[src/rtl/bt_echo_fifo.sv]
// UART echo buffer: received words go through a DEPTH-entry circular FIFO back to the transmitter.
// Optional rx/tx word counters are enabled with the BT_ECHO_CNT_EN macro.
//
// state  | meaning
// R_IDLE | waiting for rxrdy
// R_RD   | oen low, data_rx captured on the exit edge
// R_END  | oen high, recovery cycle before the next read
// T_IDLE | waiting for a buffered word and txrdy
// T_WR   | wr low, data_tx holds the popped word
// T_END  | wr high, data_tx still held
module bt_echo_fifo #(
   parameter int DATA_W = 8,
   parameter int DEPTH  = 16
) (
   input  logic                     clk,
   input  logic                     rst,
   input  logic                     rxrdy,
   input  logic                     txrdy,
   input  logic [DATA_W-1:0]        data_rx,
   output logic [DATA_W-1:0]        data_tx,
   output logic                     wr,
   output logic                     oen,
   input  logic                     ovf_clr,
   output logic                     ovf,
   output logic [$clog2(DEPTH):0]   level
`ifdef BT_ECHO_CNT_EN
   ,
   output logic [15:0]              rx_cnt,
   output logic [15:0]              tx_cnt
`endif
);

   localparam int AW = $clog2(DEPTH);
   localparam logic [AW:0] PTR_ONE = 1;
   localparam logic [AW:0] LVL_FULL = DEPTH[AW:0];

   typedef enum logic [1:0] {R_IDLE, R_RD, R_END} rx_state_t;
   typedef enum logic [1:0] {T_IDLE, T_WR, T_END} tx_state_t;

   rx_state_t rx_state, rx_next;
   tx_state_t tx_state, tx_next;

   logic [DATA_W-1:0] mem [DEPTH];
   logic [AW:0]       wr_ptr, rd_ptr;
   logic              run;
   logic              push, pop, full, accept, drop;

   // Holds both FSMs off for the first edge after reset release.
   always_ff @(posedge clk or posedge rst) begin
      if (rst) run <= 1'b0;
      else     run <= 1'b1;
   end

   assign level  = wr_ptr - rd_ptr;
   assign full   = (level == LVL_FULL);
   assign push   = (rx_state == R_RD);
   assign pop    = run && (tx_state == T_IDLE) && txrdy && (level != '0);
   assign accept = push && (!full || pop);
   assign drop   = push && full && !pop;

   always_comb begin
      rx_next = rx_state;
      case (rx_state)
         R_IDLE:  if (run && rxrdy) rx_next = R_RD;
         R_RD:    rx_next = R_END;
         R_END:   rx_next = R_IDLE;
         default: rx_next = R_IDLE;
      endcase
   end

   always_comb begin
      tx_next = tx_state;
      case (tx_state)
         T_IDLE:  if (pop) tx_next = T_WR;
         T_WR:    tx_next = T_END;
         T_END:   tx_next = T_IDLE;
         default: tx_next = T_IDLE;
      endcase
   end

   always_ff @(posedge clk or posedge rst) begin
      if (rst) begin
         rx_state <= R_IDLE;
         tx_state <= T_IDLE;
         oen      <= 1'b1;
         wr       <= 1'b1;
      end else begin
         rx_state <= rx_next;
         tx_state <= tx_next;
         oen      <= (rx_next != R_RD);
         wr       <= (tx_next != T_WR);
      end
   end

   // Pointers carry one extra bit so full and empty are distinguishable.
   always_ff @(posedge clk or posedge rst) begin
      if (rst) begin
         wr_ptr <= '0;
         rd_ptr <= '0;
      end else begin
         if (accept) wr_ptr <= wr_ptr + PTR_ONE;
         if (pop)    rd_ptr <= rd_ptr + PTR_ONE;
      end
   end

   always_ff @(posedge clk) begin
      if (accept) mem[wr_ptr[AW-1:0]] <= data_rx;
   end

   always_ff @(posedge clk or posedge rst) begin
      if (rst)      data_tx <= '0;
      else if (pop) data_tx <= mem[rd_ptr[AW-1:0]];
   end

   always_ff @(posedge clk or posedge rst) begin
      if (rst)          ovf <= 1'b0;
      else if (drop)    ovf <= 1'b1;
      else if (ovf_clr) ovf <= 1'b0;
   end

`ifdef BT_ECHO_CNT_EN
   always_ff @(posedge clk or posedge rst) begin
      if (rst) begin
         rx_cnt <= '0;
         tx_cnt <= '0;
      end else begin
         if (accept) rx_cnt <= rx_cnt + 16'd1;
         if (pop)    tx_cnt <= tx_cnt + 16'd1;
      end
   end
`endif

endmodule

[config.mk]
export PLATFORM = sky130hd
export DESIGN_NAME = bt_echo_fifo
export DESIGN_NICKNAME = d
export VERILOG_FILES = /design/src/rtl/bt_echo_fifo.sv
export SDC_FILE = /design/constraint.sdc
export NUM_CORES = 1
export LEC_CHECK = 0
export BUFFER_PORTS_ARGS = -buffer_cell sky130_fd_sc_hd__buf_4
export CAP_MARGIN = 20
export CORE_MARGIN = 2
export CORE_UTILIZATION = 55
export CTS_CLUSTER_SIZE = 28
export DETAILED_ROUTE_END_ITERATION = 8
export GPL_ROUTABILITY_DRIVEN = 1
export PLACE_DENSITY = 0.81
export SYNTH_ARGS = -nofsm -noshare
export SYNTH_HDL_FRONTEND = slang
export SYNTH_SLANG_ARGS = --single-unit
export TNS_END_PERCENT = 1
[constraint.sdc]
create_clock -name clk -period 3.13 [get_ports clk]
set_clock_uncertainty 0.15 [all_clocks]
set_input_delay 0.1565 -clock clk [delete_from_list [all_inputs] [get_ports clk]]
set_output_delay 0.1565 -clock clk [all_outputs]
set_load 0.1 [all_outputs]
# == After elaboration in Yosys (flattened, before gate mapping) ==
# Memory sizes are Yosys's and may differ from the RTL's. A register that Yosys moved wholly into a read port is not among the register bits.
# Cells that the tools add are included.
# Widths: inputs -> output; s select.
# classes
n_lt_le_gt_ge,0
div,0
reduce_logical,14
mul,0
eq_ne,5
add_sub_neg,3
bitwise_logic,0
n_mux,8
shift,0
# op_table
operator,count
$add 5x1->5 const B,2
$pmux 2 s2,2
$logic_and 1x1->1,7
$eq 5x5->1 const B,1
$reduce_bool 5->1,1
$sub 5x5->5,1
$eq 2x1->1 const B,2
$logic_not 2->1,2
$mux 1,4
$mux 2,2
$ne 2x1->1 const B,2
$logic_not 1->1,2
$reduce_bool 2->1,1
$logic_or 1x1->1,1
# totals
mem_bits_ro,0
memories,1
ram_bits,128
in_bits,13
latchBits,0
ff_bits,18
# mem_list
memory,depth,width,read_ports,rd_clocked_by_memory_dff,wr,line,text
mem,16,8,1,1,1,43,logic [DATA_W-1:0] mem [DEPTH];

# == Longest topological paths before layout ==
# Gate-level depths: netlist (run 1).
# depth
depth_word,8
mapped_depth,10
ltp_nobuf,9

# == Least setup slack after synthesis (run 1) ==
# OpenSTA, ideal clock, no wires.
# synth_timing
path_kind,reg-to-reg
from,reg rd_ptr[1]
to,"mem mem[3][0], enable pin"
stages_incl_launch_ff,9
setup_slack_ns,-1.097
t_required_ns,2.597
period_less_slack_ns,4.227
arrival_ns,3.694
n_path_buf,1
path_cell_list,dfrtp_1 -> buf_2 -> clkinv_1 -> fa_1 -> xor2_2 -> nor4b_1 -> mux2i_2 -> o211ai_1 -> nor3_1
# synth_via
elab_chain_cells,7
word_cells_on_any_way,9
classes_between,add/sub (1); eq/ne (1); mux (2); reduce/logical (5)
# synth_lines
element,line,text
from (decl),44,"logic [AW:0] wr_ptr, rd_ptr;"
from (signal assigned),102,if (pop) rd_ptr <= rd_ptr + PTR_ONE;
$sub 5x5->5 (*),54,assign level = wr_ptr - rd_ptr;
named net level[2],25,output logic [$clog2(DEPTH):0] level
$eq 5x5->1 or $reduce_bool 5->1 (tied branches),"55, 57",
$logic_not 1->1 or $logic_and 1x1->1 (tied branches),"58, 57",
$logic_or 1x1->1 (*),58,assign accept = push && (!full || pop);
$logic_and 1x1->1 (*),58,
$mux 1 (*),107,if (accept) mem[wr_ptr[AW-1:0]] <= data_rx;
$mux 1 (implied by the code) (*),107,
to (decl),43,
# Mark *: on every way through the listed nets, which the timed path passes. The rest lies on a longest branch.

# == Worst setup path after layout (run 1) ==
# layout_timing
from,reg wr_ptr[0]
to,"mem mem[3][4], enable pin"
# layout_via
elab_chain_cells,7
word_cells_on_any_way,9
classes_between,add/sub (1); eq/ne (1); mux (2); reduce/logical (5)
# layout_lines
element,line,text
from (decl),44,
from (signal assigned),101,if (accept) wr_ptr <= wr_ptr + PTR_ONE;
$sub 5x5->5,54,
$eq 5x5->1 or $reduce_bool 5->1 (tied branches),"55, 57",
$logic_not 1->1 or $logic_and 1x1->1 (tied branches),"58, 57",
$logic_or 1x1->1,58,
$logic_and 1x1->1,58,
$mux 1,107,
$mux 1 (implied by the code),107,
# Several ways; a longest one is shown, not always the timed one.

==> results.txt, run 1 <==
Path class of the lowest-slack min-delay path: primary input to async pin. For this run, the top clock speed supported by timing is 340 MHz. In this run the post-CTS setup repair buffer count came out at 0. After detailed routing, the average wire length per cell comes to 21.7 um. The number of failing hold endpoints at the final stage came out at 0. For the count of final max-slew check failures, the log shows 0.

Dividing the detail-routed via count by the number of cells gives 5.84. The post-layout instance area was 7490 sq um. The total overflow left after global routing is 0. The time the final worst path needs with I/O delays and setup was 2940 ps.

The kind of launch point of the worst setup path was a register. The first detailed-routing pass ran for 4 iterations. The net count of the finished layout is 420. The clock passes through at most 2 buffers. The run gives 4 as the H-tree depth. Adding up every negative setup slack in the final design gives 0 ps.

The HPWL after detailed placement is 7.66 mm. The region available for standard cell placement spans 11300 sq um. The kind of critical path is register to register. TritonCTS built the clock tree. Dominant cell type by area after synthesis: sky130_fd_sc_hd__edfxtp_1.

At the pin with the least slew margin, the transition time is 665 ps. Setup repair after global routing left no endpoint under its margin. The worst path arrival time was 2910 ps; the initial standard-cell utilization of the core was 0.558. The fraction of final layout cells with drive strength greater than 1 was 0.341; the setup slack of the worst register-to-register path was 190 ps. Once placement completed, the tool counted placed cells totaling 509.

The final-report setup violation count was 0. The endpoint identified for the worst register-to-register timing path is mem[3][4]. In this run the horizontal extent of the chip is 111 um. In this run the remaining antenna-violating nets after routing total 0. The tools report the final antenna diode count as 0.

For this design, the sink count on the clock tree is 154. The run gives 359 as the synthesized net count. Source of the worst register-to-register timing path: wr_ptr[0].

The first global-routing pass estimated 18.7 mm of wire. The clock reaches the later pin of the worst-skew pair after 420 ps. The total routing usage reported by global routing was 0.209.

After synthesis, the cell types taking the most area are sky130_fd_sc_hd__edfxtp_1 61%, sky130_fd_sc_hd__mux4_2 10%, sky130_fd_sc_hd__dfrtp_1 9.6%, sky130_fd_sc_hd__and3_1 1.8%, sky130_fd_sc_hd__ha_1 1.8%. The run gives 6280 sq um as the area of the mapped netlist. The remaining routing DRC violations was 0; the number of I/O pins was 29. The die covers 12300 sq um. After detailed placement, the total cell area comes to 6800 sq um. The top flip-flop cell by instance count after synthesis is sky130_fd_sc_hd__edfxtp_1. The final period utilization is 0.939.

The share of the synthesized area in the top cell type was 0.612; the total number of placement rows was 39. The average footprint of a synthesized cell is 18.7 sq um. The number of enable flip-flop cells after synthesis works out to 128.

The tools report the number of unique standard cell types used by synthesis as 43. Entering global routing, the biggest net connects 36 pins. The cell sitting at the root of the clock tree is a sky130_fd_sc_hd__clkbuf_16.

The number of global-route vias before repair is 3323. The tools report the sequential element share of the synthesized area as 0.716. For the final-layout worst hold slack, the log shows 62.9 ps.

The count of max-cap constraint violations is 0. The height of the chip is 111 um, and the worst endpoint required time is 3100 ps. Yosys printed 0 warnings. The clock transition time at the flip-flop clock pins of the worst setup and hold paths was 60 ps.

Counting every instance in the synthesized netlist gives 336. In this run the worst path has a maximum fanout of 8. For the worst flop-to-flop path, the logic depth is 12. For this block, the initial DRC count from the detailed router was 321. The share of synthesized flip-flops with an asynchronous set or reset is 0.169. The final route contains 3230 vias. The synthesized design contains 154 register bits.

The worst setup path is captured at a register. Buffers placed on the I/O ports in this run total 28. The run finished with clean final reports.

The relative area change from synthesis to final layout is 19.2%, and the last weighted congestion value of the routability-driven placer is 0.791. The tools report the post-detailed-routing wire length as 12.0 mm. The relative max-transition margin came out at 0.557. The number of antenna violations at the first check in global routing came out at 0. The tools report the number of CTS-inserted buffers as 17. The run gives 553 as the final instance count without filler cells.
==> worst max-delay path: stages (launching register included) <==
cell and delay (ps):
sky130_fd_sc_hd__dfrtp_1 410, sky130_fd_sc_hd__inv_2 130, sky130_fd_sc_hd__ha_4 150, sky130_fd_sc_hd__inv_2 30
sky130_fd_sc_hd__fa_2 400, sky130_fd_sc_hd__a21o_1 190, sky130_fd_sc_hd__a21oi_2 170, sky130_fd_sc_hd__mux2i_1 240
sky130_fd_sc_hd__buf_4 150, sky130_fd_sc_hd__o211ai_1 100, sky130_fd_sc_hd__buf_4 190, sky130_fd_sc_hd__nor3_4 110
sky130_fd_sc_hd__buf_4 210
==> final cells by class <==
class                           instances  area, sq um
Clock buffer                           20          437
Clock inverter                         12          106
Fill cell                             736         3780
Inverter                               12         57.6
Multi-Input combinational cell        158         1760
Sequential cell                       154         4500
Tap cell                              143          179
Timing Repair Buffer                   54          453
==> synth_stat cells, drive strengths merged (3+ instances only) <==
| cell type | count |
|---|---|
| nor2b | 7 |
| xnor2 | 10 |
| buf | 9 |
| clkbuf | 3 |
| edfxtp | 128 |
| ha | 9 |
| nand2 | 25 |
| mux2 | 10 |
| dfrtp | 24 |
| nor2 | 8 |
| o21ai | 5 |
| and3 | 18 |
| mux4 | 32 |
| a31oi | 5 |
| o22ai | 6 |
| inv | 11 |
==> metrics by stage <==
| step | setup slack [ps] | util |
|---|---|---|
| after floorplan | -143 | - |
| after global placement | 173 | 0.604 |
| after detailed placement | 49.1 | 0.604 |
| after CTS | 30.4 | 0.661 |
| after global routing | 36.9 | 0.665 |
| final | 192 | 0.665 |
==> placed cells by master, fill, tap and decap left out, types with 3 or more instances in the layout <==
cell type,instances
sky130_fd_sc_hd__a31oi_1,5
sky130_fd_sc_hd__and3_1,6
sky130_fd_sc_hd__and3_2,3
sky130_fd_sc_hd__and3_4,9
sky130_fd_sc_hd__buf_4,42
sky130_fd_sc_hd__clkbuf_1,3
sky130_fd_sc_hd__clkbuf_16,17
sky130_fd_sc_hd__clkinv_1,3
sky130_fd_sc_hd__clkinv_2,7
sky130_fd_sc_hd__dfrtp_1,23
sky130_fd_sc_hd__dlygate4sd3_1,11
sky130_fd_sc_hd__edfxtp_1,128
sky130_fd_sc_hd__ha_1,8
sky130_fd_sc_hd__inv_1,9
sky130_fd_sc_hd__mux2_2,3
sky130_fd_sc_hd__mux2_4,7
sky130_fd_sc_hd__mux4_1,3
sky130_fd_sc_hd__mux4_2,29
sky130_fd_sc_hd__nand2_1,25
sky130_fd_sc_hd__nor2_1,8
sky130_fd_sc_hd__nor2b_1,5
sky130_fd_sc_hd__o21ai_0,4
sky130_fd_sc_hd__o22ai_1,6
sky130_fd_sc_hd__xnor2_1,9
==> sequential cells by signal, indices dropped and copies added (netlist names) <==
| name | count |
|---|---|
| rx_state | 2 |
| wr | 1 |
| tx_state | 2 |
| data_tx | 8 |
| ovf | 1 |
| run | 1 |
| rd_ptr | 5 |
| wr_ptr | 5 |
| oen | 1 |
| mem | 128 |
==> how the worst max path moves through the flow <==
stage / end / from / slack (ps)
after floorplan: mem[11][0] / rd_ptr[1] / -140
after global routing: mem[3][2] / wr_ptr[0] / 40
after detailed placement: mem[9][1] / wr_ptr[0] / 50
after global placement: mem[9][4] / wr_ptr[0] / 170
final: mem[3][4] / wr_ptr[0] / 190
after CTS: mem[9][7] / wr_ptr[0] / 30
==> cell families (layout without fill, tap and decap cells) <==
family | after synthesis | in the layout | synth area share
other | 1 | 1 | 0.000597
xor gates and xnor gates | 12 | 12 | 0.0179
buffers and inverters | 24 | 98 | 0.0227
and+or+nand+nor | 68 | 68 | 0.0563
DFF | 154 | 154 | 0.716
adders and majority gates | 10 | 10 | 0.0211
AOI/OAI and AO/OA | 23 | 23 | 0.0235
muxes | 44 | 44 | 0.142
==> timing repair <==
item | in CTS | in global routing
hold buffers | 11 | 0
hold endpoints to repair | 155 | 0
endpoints found under the setup margin | 0 | 46
resized for setup | 0 | 4
==> layer usage <==
| layer | track usage | share of wire | vias up |
|---|---|---|---|
| li1 | - | - | 1444 |
| met1 | 0.285 | 0.41 | 1650 |
| met2 | 0.319 | 0.50 | 115 |
| met3 | 0.0629 | 0.069 | 21 |
| met4 | 0.0850 | 0.020 | 0 |
| met5 | 0 | 0 | - |
Power of run 1 is not shown: default switching activity piles up to over one toggle a cycle in this logic, so the estimate is an artifact.
==> inputs of run 2 (changes only) <==
--- a/config.mk
+++ b/config.mk
@@ -5,7 +5,7 @@
 export SDC_FILE = /design/constraint.sdc
 export NUM_CORES = 1
 export LEC_CHECK = 0
-export BUFFER_PORTS_ARGS = -buffer_cell sky130_fd_sc_hd__buf_4
+export BUFFER_PORTS_ARGS = -buffer_cell sky130_fd_sc_hd__buf_2
 export CAP_MARGIN = 20
 export CORE_MARGIN = 2
 export CORE_UTILIZATION = 55
==> constraint.sdc (replaced) <==
create_clock -name clk -period 3.13 [get_ports clk]
set_clock_uncertainty 0.15 [all_clocks]
set_input_delay 0.4695 -clock clk [delete_from_list [all_inputs] [get_ports clk]]
set_output_delay 0.4695 -clock clk [all_outputs]
set_load 0.1 [all_outputs]
==> results.txt, run 2 (synthesis gave the netlist of run 1 again) <==
The clock transition time at the flip-flop clock pins of the worst setup and hold paths was 60 ps (about the same). The tools report the last weighted congestion value of the routability-driven placer as 0.848 (+7.3%). The tools report the cell at the root of the clock tree as sky130_fd_sc_hd__clkbuf_16.

The kind of launch point of the worst setup path is a register. Vias after detailed routing: 3313 (+2.6%). For the standard cell area after detailed placement, the log shows 6780 sq um (-0.35%). The tools report the worst setup path endpoint as mem[6][1]. The tools report the setup slack of the worst register-to-register path as 60 ps (-140 ps).

The worst-margin pin slew was 655 ps (-9.61 ps); the total number of placement rows was 39 (unchanged). The critical path is of the register to register type. The final period utilization came out at 0.982 (+0.0433). The final global-route overflow total is 0 (unchanged).

The clock latency at the later pin of the worst-skew pair is 420 ps (about the same). The area inside the core boundary is 11300 sq um (unchanged), and the worst path arrival time is 3050 ps (+140 ps). The fraction of final layout cells with drive strength greater than 1 is 0.352 (+0.0102), and the initial standard-cell utilization of the core is 0.558 (unchanged). The die span in x was 111 um (unchanged).

Source of the critical timing path: wr_ptr[0]. The count of max-cap constraint violations was 0 (unchanged); the number of setup buffers added after CTS was 0 (unchanged). For the H-tree depth, the log shows 4 (unchanged).

The area growth from synthesis to layout is 17.8%. The number of failing hold endpoints at the final stage was 0 (unchanged); the first-pass iteration count of the detailed router was 4 (unchanged). The tools report the number of sinks handled by clock tree synthesis as 154 (unchanged).

The startpoint identified for the worst register-to-register timing path is wr_ptr[0]. For the number of CTS-inserted buffers, the log shows 17 (unchanged). The count of final max-slew check failures was 0 (unchanged). The run gives 411 (-2.1%) as the net count of the finished layout.

The height of the chip works out to 111 um (unchanged). The run gives 19.9 mm (+6.4%) as the wire length of the first global-routing pass. The remaining routing DRC violations was 0 (unchanged); the post-layout instance area was 7410 sq um (-1.1%).

The detail-routed via count per cell was 6.09 (+4.3%); the worst endpoint required time was 3100 ps (about the same). The post-route setup TNS is 0 ps (unchanged), and the final-report setup violation count is 0 (unchanged). The final antenna diode count is 0 (unchanged), and the number of buffer cells added on primary ports is 28 (unchanged). The number of global-route vias before repair is 3506 (+5.5%). The fill cell instance count of the final layout is 732 (-0.54%), and the total routing usage reported by global routing is 0.225 (+0.0161). The flow ran to the end, and the final reports show no timing, DRC or antenna violations. The maximum clock rate was 325 MHz (-4.4%); the DRC violation total after the first TritonRoute iteration was 232 (-28%). The tools report the die outline area as 12300 sq um (unchanged). The number of I/O pins is 29 (unchanged). The post-detailed-routing wire length was 13.0 mm (+8.3%). The worst reg2reg path endpoint is mem[6][1]. The path class of the tightest hold or removal check is primary input to register. The number of cells traversed by the worst register-to-register path is 10 (-2). Fraction of the core area covered by cells at the end of the flow: 0.657 (-0.00755).

Setup repair after global routing could not meet its margin everywhere. The time the final worst path needs with I/O delays and setup came out at 3070 ps (+136 ps). The largest fanout on the critical path was 10 (+2); the flip-flop count of the largest register, all copies and words added was 128 (unchanged).

TritonCTS built the clock tree. The run gives 2 (unchanged) as the maximum number of buffers from clock root to sink. The detail-routed net length per standard cell was 23.9 um (+10%); the remaining antenna violation count was 0 (unchanged).

The relative max-transition margin was 0.563 (+0.00641). Most frequent standard cell in the layout excluding fill and tap cells: sky130_fd_sc_hd__edfxtp_1. Leaving out fill and tap cells, the most frequent cells in the layout are 128 x sky130_fd_sc_hd__edfxtp_1, 29 x sky130_fd_sc_hd__mux4_2, 25 x sky130_fd_sc_hd__nand2_1, 25 x sky130_fd_sc_hd__buf_2, 23 x sky130_fd_sc_hd__dfrtp_1.

The placed wire-length estimate is 8.42 mm (+9.9%). For the number of antenna violations at the first check in global routing, the log shows 0 (unchanged). STA classifies the critical path endpoint as a register. For the pin count of the biggest net entering global routing, the log shows 36 (unchanged).
[run 2: cell count changes in the layout (fill, tap and decap cells not counted), sizes merged]
| cell | change |
|---|---|
| clkinvlp | +2 |
| clkbuf | +4 |
| dlygate4sd3 | -10 |
| buf | +1 |
| clkinv | -6 |
[run 2: stage by stage]
step           setup slack, ps  hold WS [ps]  instances
5_1_grt                  -42.9          79.2        544
4_1_cts                   20.1          70.3        542
3_5_place_dp              -122           262        510
3_3_place_gp               105           262        510
2_1_floorplan             -148           245        336
6_report                  55.9          84.5        544
[run 2: layout make-up]
cell class | count | area (sq um) | area share
clock buffer | 24 | 472 | 0.0637
clock inverter | 8 | 95.1 | 0.0128
inverter | 12 | 50.0 | 0.00676
multi-input combinational | 158 | 1760 | 0.238
sequential | 154 | 4500 | 0.607
tap | 143 | 179 | 0.0242
timing repair buffer | 45 | 348 | 0.0470
[run 2: routing by layer]
layer	part of all wire	track usage	wire length [um]	vias up
li1	-	-	-	1418
met1	0.39	0.288	5110	1731
met5	0	0	0	-
met4	0.023	0.109	294	0
met2	0.52	0.355	6730	143
met3	0.065	0.0694	845	21
[run 2: repair_timing]
item | 4_1_cts | 5_1_grt
hold buffers | 0 | 1
setup endpoints to repair | 81 | 90
endpoints found under the hold margin | 0 | 3
pin swaps | 1 | 2
resized for setup | 3 | 3
gates cloned | 0 | 0
[run 2: worst min-delay path by stage]
stage	from	cells past startpoint	slack, ps	end
global route	rxrdy	2	80	oen
global placement	tx_state[1]	1	260	tx_state[1]
CTS	rxrdy	2	70	oen
detailed placement	tx_state[1]	1	260	tx_state[1]
finish	rxrdy	2	80	oen
floorplan	tx_state[1]	1	240	tx_state[1]
[run 2: worst max-delay path, cell delays in order, from the launching register on]
cell and delay (ps):
sky130_fd_sc_hd__dfrtp_1 410, sky130_fd_sc_hd__inv_2 70, sky130_fd_sc_hd__ha_1 160, sky130_fd_sc_hd__inv_1 60, sky130_fd_sc_hd__fa_2 390, sky130_fd_sc_hd__a21o_1 200
sky130_fd_sc_hd__a21oi_2 210, sky130_fd_sc_hd__mux2i_2 360, sky130_fd_sc_hd__o21a_2 340, sky130_fd_sc_hd__buf_4 180, sky130_fd_sc_hd__and3_4 260
Power of run 2 is left out for the same reason.
